File: src/rtl/genx_qspi_master.sv
// genx_qspi_master: GenX QSPI initiator, one opcode/address/data command per start strobe.
// Optional mid-transfer abort input is enabled by defining QSPI_ABORT_EN.
module genx_qspi_master #(
  parameter int SCK_DIV     = 2,
  parameter int MAX_WORDS   = 16,
  parameter int CS_GAP_CLKS = 4
) (
  input  logic         clk,
  input  logic         resetn,
`ifdef QSPI_ABORT_EN
  input  logic         abort,
`endif
  input  logic         start,
  input  logic [7:0]   cmd_opcode,
  input  logic [31:0]  cmd_addr,
  input  logic [1:0]   cmd_cs,
  input  logic         cmd_rd,
  input  logic [4:0]   cmd_words,
  input  logic [255:0] wdata_h,
  input  logic [255:0] wdata_l,
  output logic [255:0] rdata_h,
  output logic [255:0] rdata_l,
  output logic         busy,
  output logic         done,
  output logic         err,
  output logic         sck,
  output logic [3:0]   mosi,
  input  logic [3:0]   miso,
  output logic         host_csn,
  output logic         bank_csn
);

  typedef enum logic [2:0] {IDLE, CS_SETUP, SCK_HI, SCK_LO, CS_HOLD, CS_GAP} state_t;

  localparam logic [15:0] DIV_LAST = 16'(SCK_DIV - 1);
  localparam logic [15:0] GAP_LAST = 16'(CS_GAP_CLKS - 1);
  localparam logic [4:0]  WMAX     = 5'(MAX_WORDS);

  state_t       state;
  logic [15:0]  cnt;
  logic [9:0]   edge_cnt, total;
  logic [7:0]   op_q;
  logic [31:0]  addr_sw;
  logic [511:0] wd_q, shadow, rdata_q;
  logic         rd_q, aborted;
  logic [1:0]   csn;
  logic         abort_req, div_end;
  logic [9:0]   edge_nxt;
  logic [6:0]   rx_k;
  logic [4:0]   words_clamp;

`ifdef QSPI_ABORT_EN
  assign abort_req = abort;
`else
  assign abort_req = 1'b0;
`endif

  assign div_end     = (cnt == DIV_LAST);
  assign edge_nxt    = edge_cnt + 10'd1;
  assign rx_k        = 7'(edge_nxt - 10'd33);
  assign words_clamp = (cmd_words > WMAX) ? WMAX : cmd_words;
  assign host_csn    = csn[0];
  assign bank_csn    = csn[1];
  assign rdata_h     = rdata_q[511:256];
  assign rdata_l     = rdata_q[255:0];

  // Nibble presented for rising edge n (1-based); read transactions send zeros after the address.
  function automatic logic [3:0] nib_at(input logic [9:0] n);
    logic [3:0] r;
    r = 4'h0;
    if (n <= 10'd8)       r = {3'b000, op_q[3'(10'd8 - n)]};
    else if (n <= 10'd16) r = addr_sw[{~3'(n - 10'd9), 2'b00} +: 4];
    else if (!rd_q)       r = wd_q[{~7'(n - 10'd17), 2'b00} +: 4];
    return r;
  endfunction

  always_ff @(posedge clk or negedge resetn) begin
    if (!resetn) begin
      state    <= IDLE;
      cnt      <= '0;
      edge_cnt <= '0;
      total    <= '0;
      op_q     <= '0;
      addr_sw  <= '0;
      wd_q     <= '0;
      rd_q     <= 1'b0;
      aborted  <= 1'b0;
      shadow   <= '0;
      rdata_q  <= '0;
      sck      <= 1'b0;
      mosi     <= '0;
      csn      <= 2'b11;
      busy     <= 1'b0;
      done     <= 1'b0;
      err      <= 1'b0;
    end else begin
      done <= 1'b0;
      err  <= 1'b0;
      cnt  <= cnt + 16'd1;
      case (state)
        IDLE: begin
          cnt <= '0;
          if (start) begin
            if (cmd_cs == 2'b00) begin
              err <= 1'b1;
            end else begin
              op_q     <= cmd_opcode;
              addr_sw  <= {cmd_addr[7:0], cmd_addr[15:8], cmd_addr[23:16], cmd_addr[31:24]};
              wd_q     <= {wdata_h, wdata_l};
              rd_q     <= cmd_rd;
              total    <= cmd_rd ? 10'd32 + {2'b00, words_clamp, 3'b000}
                                 : 10'd16 + {2'b00, words_clamp, 3'b000};
              edge_cnt <= '0;
              shadow   <= '0;
              aborted  <= 1'b0;
              csn      <= ~cmd_cs;
              mosi     <= {3'b000, cmd_opcode[7]};
              busy     <= 1'b1;
              state    <= CS_SETUP;
            end
          end
        end
        CS_SETUP, SCK_LO: begin
          if (abort_req) begin
            sck     <= 1'b0;
            aborted <= 1'b1;
            cnt     <= '0;
            state   <= CS_HOLD;
          end else if (div_end) begin
            // miso is captured on the same clk edge that raises sck
            sck      <= 1'b1;
            edge_cnt <= edge_nxt;
            if (rd_q && edge_nxt >= 10'd33) shadow[{~rx_k, 2'b00} +: 4] <= miso;
            cnt      <= '0;
            state    <= SCK_HI;
          end
        end
        SCK_HI: begin
          if (abort_req) begin
            sck     <= 1'b0;
            aborted <= 1'b1;
            cnt     <= '0;
            state   <= CS_HOLD;
          end else if (div_end) begin
            sck <= 1'b0;
            cnt <= '0;
            if (edge_cnt == total) begin
              state <= CS_HOLD;
            end else begin
              mosi  <= nib_at(edge_nxt);
              state <= SCK_LO;
            end
          end
        end
        CS_HOLD: begin
          if (div_end) begin
            csn   <= 2'b11;
            mosi  <= '0;
            cnt   <= '0;
            state <= CS_GAP;
          end
        end
        CS_GAP: begin
          if (cnt == GAP_LAST) begin
            done  <= 1'b1;
            busy  <= 1'b0;
            cnt   <= '0;
            if (rd_q && !aborted) rdata_q <= shadow;
            state <= IDLE;
          end
        end
        default: state <= IDLE;
      endcase
    end
  end

endmodule

File: config.mk
export PLATFORM = sky130hd
export DESIGN_NAME = genx_qspi_master
export DESIGN_NICKNAME = d
export VERILOG_FILES = /design/src/rtl/genx_qspi_master.sv
export SDC_FILE = /design/constraint.sdc
export NUM_CORES = 2
export LEC_CHECK = 0
export CAP_MARGIN = 15
export CELL_PAD_IN_SITES_DETAIL_PLACEMENT = 2
export CELL_PAD_IN_SITES_GLOBAL_PLACEMENT = 2
export CORE_MARGIN = 4
export CORE_UTILIZATION = 32
export CTS_CLUSTER_DIAMETER = 120
export DETAILED_ROUTE_END_ITERATION = 8
export PLACE_DENSITY_LB_ADDON = 0.1
export SETUP_SLACK_MARGIN = 0.05
export SLEW_MARGIN = 15
export SYNTH_ARGS = -nofsm -noshare
export SYNTH_HDL_FRONTEND = slang
export SYNTH_SLANG_ARGS = --single-unit
export TNS_END_PERCENT = 20
File: constraint.sdc
create_clock -name clk -period 9.6 [get_ports clk]
set_input_delay 1.44 -clock clk [delete_from_list [all_inputs] [get_ports clk]]
set_output_delay 1.44 -clock clk [all_outputs]
set_load 0.01 [all_outputs]
Word-level counts from Yosys, hierarchy flattened. Cells that the tools add are included.

Add/subtract/negate cells: 9. Equality and inequality tests: 16. Shifts and indexed selects: 4. Mux-type cells: 50. $lt $le $gt $ge: 5. Bitwise gates (word level): 5. Reduce and logical (&&, ||, !) cells: 19. Div/mod/pow operators: 0. Multipliers: 0.

Operator list (count): two-way mux 512 bit (4); case mux 512 bit (2 select lines) (1); bitwise mux 512 bit (1); variable shift 4 x 11 -> 512 bit (first input constant) (1); indexed part select 4 x 11 -> 512 bit (1); indexed part select 512 x 10 -> 4 bit (1); case mux 16 bit (3 select lines) (1); two-way mux 16 bit (2); two-way mux 4 bit (8); indexed part select 32 x 6 -> 4 bit (1); two-way mux 10 bit (3); two-way mux 3 bit (7); case mux 10 bit (2 select lines) (1); adder 16 x 1 -> 16 bit (second input constant) (1); == test 16 x 1 -> 1 bit (second input constant) (1); == test 16 x 2 -> 1 bit (second input constant) (1); inequality test 2 bit (second input constant) (8); case mux 3 bit (5 select lines) (1); NOT 7 bit (2); case mux 4 bit (3 select lines) (1); AND reduction 4 bit (3); AND reduction 6 bit (2); two-way mux 1 bit (11); negator 9 -> 11 bit (1); 34 further kinds (44).

Bits in writable memories: 0. Memories: 0. Output and inout port bits: 522. Input bits: 567. Bits in registers: 1626. Bits in latches: 0. ROM bits: 0.

Longest topological paths before layout.
Depth after elaboration: 10. Gate-level depth with buffers: 16.

Least setup slack after synthesis. Ideal clock, no wire load.

Path type: reg-to-reg. Start: register edge_cnt[0]. End: register shadow[448]. Required time: 9463 ps. Arrival time: 3561 ps. Cell stages (with the launch flop): 15. Slack: 5902 ps. Period minus slack after synthesis: 3698 ps. Cells stage by stage: dfrtp_1 > inv_1 > ha_1 > clkbuf_1 > inv_1 > o21bai_1 > a221o_1 > o21ai_1 > or4_1 > buf_6 > a211oi_4 > nand2_2 > or3b_1 > buf_2 > mux2i_1.

Longest elaborated chain between the ends: 9. Elaborated cells on any way between the ends: 14.

Ends and longest elaborated chain: start, declared (RTL line 41) `logic [9:0] edge_cnt, total;`; start signal, assigned (RTL line 132) `edge_cnt <= edge_nxt;`; adder 10 x 1 -> 10 bit * (RTL line 59) `assign edge_nxt = edge_cnt + 10'd1;`; subtractor 7 x 6 -> 7 bit (RTL line 60) `assign rx_k = 7'(edge_nxt - 10'd33);`; NOT 7 bit (RTL line 133) `if (rd_q && edge_nxt >= 10'd33) shadow[{~rx_k, 2'b00} +: 4] <= miso;`; negator 9 -> 11 bit (RTL line 133); indexed part select 4 x 11 -> 512 bit or variable shift 4 x 11 -> 512 bit (tied branches) (RTL line 133); bitwise mux 512 bit (RTL line 133); two-way mux 512 bit (RTL line 133); two-way mux 512 bit (RTL line 129) `end else if (div_end) begin`; case mux 512 bit (2 select lines) (RTL line 100) `case (state)`; end signal, assigned by index (RTL line 133); end, declared (RTL line 44) `logic [511:0] wd_q, shadow, rdata_q;`.

Every way passes the cells marked *; elsewhere a longest branch is shown, timed or not. The select of a mux whose other input is x is not followed. A chain may end at the register's enable or synchronous reset.

Worst setup path in the final report.
Start: register edge_cnt[0]. End: register shadow[96].

The elaborated chain is that of the path after synthesis.

==> results.md <==
- Final TNS setup: 0 ns
- Global placement routability congestion: around 0.85
- Worst Setup End Kind: flop
- Required time at the endpoint of the critical path: 10.25 ns
- Area Growth Syn to Fin: 30.5%
- Launch point of the worst reg-to-reg path: edge_cnt[0]
- Placeable core region: 0.210 sq mm
- Largest net degree at the start of global routing: a little over 200
- Clock Skews: 0.0482 ns
- TritonRoute pass-1 iters: 6
- Insertion delay to the later sink of the worst-skew pair: 0.85 ns
- Synth Area in Compound Gates: approximately 7.5%
- Number of storage elements in the synthesis netlist: between 1500 and 2000
- Die height: 468 um
- Chip width: between 400 and 500 um
- Peak VDD IR: 188 uV
- Clock sink total: 1622
- Overall routing resource usage: 27.1%
- Critical Path Max Stage Delay: around 1.2 ns
- Critical path fanouts, max: 34
- Clock tree buffer depth: 3
- Share of synthesized cell area in full adder, half adder and majority cells: less than 1%
- Combinational family with the most area after synthesis: multiplexers
- Worst slew margin: ~17%
- Internal reg-to-reg setup slack: 2.60 ns
- Clock root buffer master: sky130_fd_sc_hd__clkbuf_16
- Final critical path time including I/O delays and setup: between 7 and 8 ns
- Effective utilization at floorplan: approximately a third
- DRT Wirelength: around 300 mm
- Per-cell routed wire length: 30.1 um
- Setup Fix Bufs, Post-CTS: 0
- Global-route wire length before repair: about 430 mm
- Top-area cell type share of the netlist area: about three fifths
- Via-to-Cell Ratio: between 5 and 6
- Sequential-to-total area share from yosys stat: between 50 and 60%
- Total power per unit cell area: about 260 mW/mm^2
- Number of warnings reported in the yosys synthesis log: 0
- Most frequent cells after synthesis: sky130_fd_sc_hd__nand2_1 (2050), sky130_fd_sc_hd__dfrtp_1 (1620), sky130_fd_sc_hd__mux2_2 (512)
- Leak Pwr: 41.8 nW
- Final hold viol count: 0
- Synth area leaders: sky130_fd_sc_hd__dfrtp_1 (60%), sky130_fd_sc_hd__nand2_1 (11%), sky130_fd_sc_hd__mux2_2 (8.5%)
- Simple logic cell fraction of the synthesized area: about 15%
- Remaining antenna violation count after routing: 0
- Ports placed on the boundary: 1089
- Grt ovf: 0
- Number of gates given a new drive strength after cts: 0
- Fraction of synthesis flops using an asynchronous set or reset pin: 100%
- Nature of the critical path startpoint: flop
- Clock buffers created by TritonCTS: roughly 190
- Xor and xnor fraction of the mapped netlist area: less than 1%
- H-tree levels: 4
- Count of flip-flops with a built-in enable after synthesis: 0
- Net count after synthesis: around 6600
- Final worst path period share: around 73%
- DIE AREA: 0.219 sq mm
- End of the worst register-to-register path: shadow[96]
- Run status: complete, no violations
- Slew Viols, Final: 0
- Standard-cell rows: roughly 170
- Mean post-synth cell area: roughly 11 sq um
- Critical-path cell list: inv_1 > ha_4 > and4bb_2 > o21bai_1 > a221o_1 > o21ai_1 > or4_1 > nand2_2 > nor2_1 > nand3_1 > mux2i_1
- Net total in the final layout: between 7000 and 8000
- Slew at the pin closest to its max-slew limit: ~1.2 ns
- Filler cell count: 21300
- Cell count after synthesis: 6012
- Total number of vias: 52300
- Mapped cell area: approximately 0.068 sq mm
- Worst Hold Class: input port to async pin
- Number of cells on the worst reg-to-reg path: 11
- Maximum frequency from static timing analysis: roughly 140 MHz
- Overall power after layout: 22.9 mW
- Hold buffers post-CTS: 0
- Initial DRC Count: 3600
- Antenna violations before repair: 63
- RSZ-0062 raised after global routing: false
- I/O Buffers: approximately 1100
- Count of maximum capacitance violations: 0
- Post-synthesis mux area share: 14.9%
- Post-synth cell types: a little over 80
- Most repeated cell in the gate-level netlist after synthesis: sky130_fd_sc_hd__nand2_1
- TritonCTS clock tree: yes
- Ratio of cells with drive above 1 in the final layout: roughly 16%
- DRC viols: 0
- Count of final setup violators: 0
- Dominant synthesized flop cell: sky130_fd_sc_hd__dfrtp_1
- Highest-delay cell along the critical path: sky130_fd_sc_hd__nor2_1
- Setup crit start: edge_cnt[0]
- Half-perimeter wire length of the detailed placement result: about 220 mm
- Clock slew at reported path FFs: roughly 0.06 ns
- Largest area contributor in the netlist: sky130_fd_sc_hd__dfrtp_1
- Worst setup path class: flop to flop
- Vias in the first global route: roughly 57000
- Arrival @ worst endpoint: between 7 and 8 ns
[routing by layer]
layer  part of all wire, %  wire length [um]  global-route usage, %  vias up
li1                      -                 -                      -    22700
met1                    41            124000                   33.9    27600
met2                    49            148000                   46.1     1463
met3                   5.4             16100                   5.57      458
met4                   4.1             12400                   9.91       48
met5                  0.12               359                      0        -
[worst max-delay path by stage]
stage	end	slack, ns
after detailed placement	shadow[48]	2.65
after floorplan	shadow[448]	5.90
after global routing	shadow[48]	2.31
after CTS	shadow[32]	2.62
after global placement	shadow[112]	2.76
final	shadow[96]	2.60
[state kept, by name (all words and copies together) (netlist names), 6 cells and up]
signal	flops
wd_q	512
cnt	16
shadow	512
op_q	8
addr_sw	32
total	6
edge_cnt	10
rdata_q	512
[power by group]
part	switching (mW)	internal [mW]
Clock	3.10	4.38
Sequential	0.654	7.83
Combinational	4.61	2.30
[worst max-delay path, delay by kind of cell (launching register included)]
family / cells / cell delay (ns)
buf+inv: 1 / 0.31
simple gates: 5 / 3.32
compound gates: 3 / 1.43
fa+ha+maj: 1 / 0.69
flops: 1 / 0.84
mux: 1 / 0.21
[kinds of logic (layout without fill, tap and decap cells)]
| family | after synthesis | in the layout |
|---|---|---|
| other cells | 0 | 27 |
| fa+ha+maj | 10 | 10 |
| mux | 771 | 771 |
| simple gates | 2462 | 2462 |
| flops | 1622 | 1622 |
| buf+inv | 386 | 1553 |
| xor+xnor | 42 | 42 |
| compound gates | 719 | 719 |
[layout by cell type, fill, tap and decap left out, types with 27 or more instances in the layout]
cell type,instances
sky130_fd_sc_hd__nand2_1,2042
sky130_fd_sc_hd__dfrtp_1,1619
sky130_fd_sc_hd__clkdlybuf4s50_1,1087
sky130_fd_sc_hd__mux2_2,512
sky130_fd_sc_hd__a22o_1,228
sky130_fd_sc_hd__o21ai_0,221
sky130_fd_sc_hd__clkbuf_16,186
sky130_fd_sc_hd__mux4_2,141
sky130_fd_sc_hd__nand3_1,139
sky130_fd_sc_hd__mux2i_1,118
sky130_fd_sc_hd__nor2_1,90
sky130_fd_sc_hd__buf_4,87
sky130_fd_sc_hd__a21oi_1,58
sky130_fd_sc_hd__clkbuf_8,47
sky130_fd_sc_hd__nor3_1,43
sky130_fd_sc_hd__o2bb2ai_1,40
sky130_fd_sc_hd__clkinv_2,40
sky130_fd_sc_hd__o211ai_1,36
sky130_fd_sc_hd__clkbuf_1,34
sky130_fd_sc_hd__and3_1,33
sky130_fd_sc_hd__diode_2,27
[cell type report]
cell class                 count  area, sq um  area share (%)
multi-input combinational   4004        25800            29.2
clock buffer                 267         5430            6.14
sequential                  1622        40600            45.9
tap                         2805         3510            3.97
inverter                      16         60.1          0.0679
timing repair buffer        1194        11900            13.5
antenna                       27         67.6          0.0764
clock inverter                76         1010            1.14
[metrics by stage]
| step | std cells | setup WS, ns | util [%] | instance area, sq um | hold WS, ns |
|---|---|---|---|---|---|
| global route | 9994 | 2.31 | 42.1 | 88300 | 0.475 |
| floorplan | 6012 | 5.90 | - | 67700 | 0.440 |
| finish | 10000 | 2.60 | 42.1 | 88400 | 0.465 |
| global placement | 9641 | 2.76 | 39.0 | 81900 | 0.452 |
| CTS | 9984 | 2.62 | 42.1 | 88300 | 0.473 |
| detailed placement | 9641 | 2.65 | 39.0 | 81900 | 0.458 |
(Power assumes the default switching activity.)
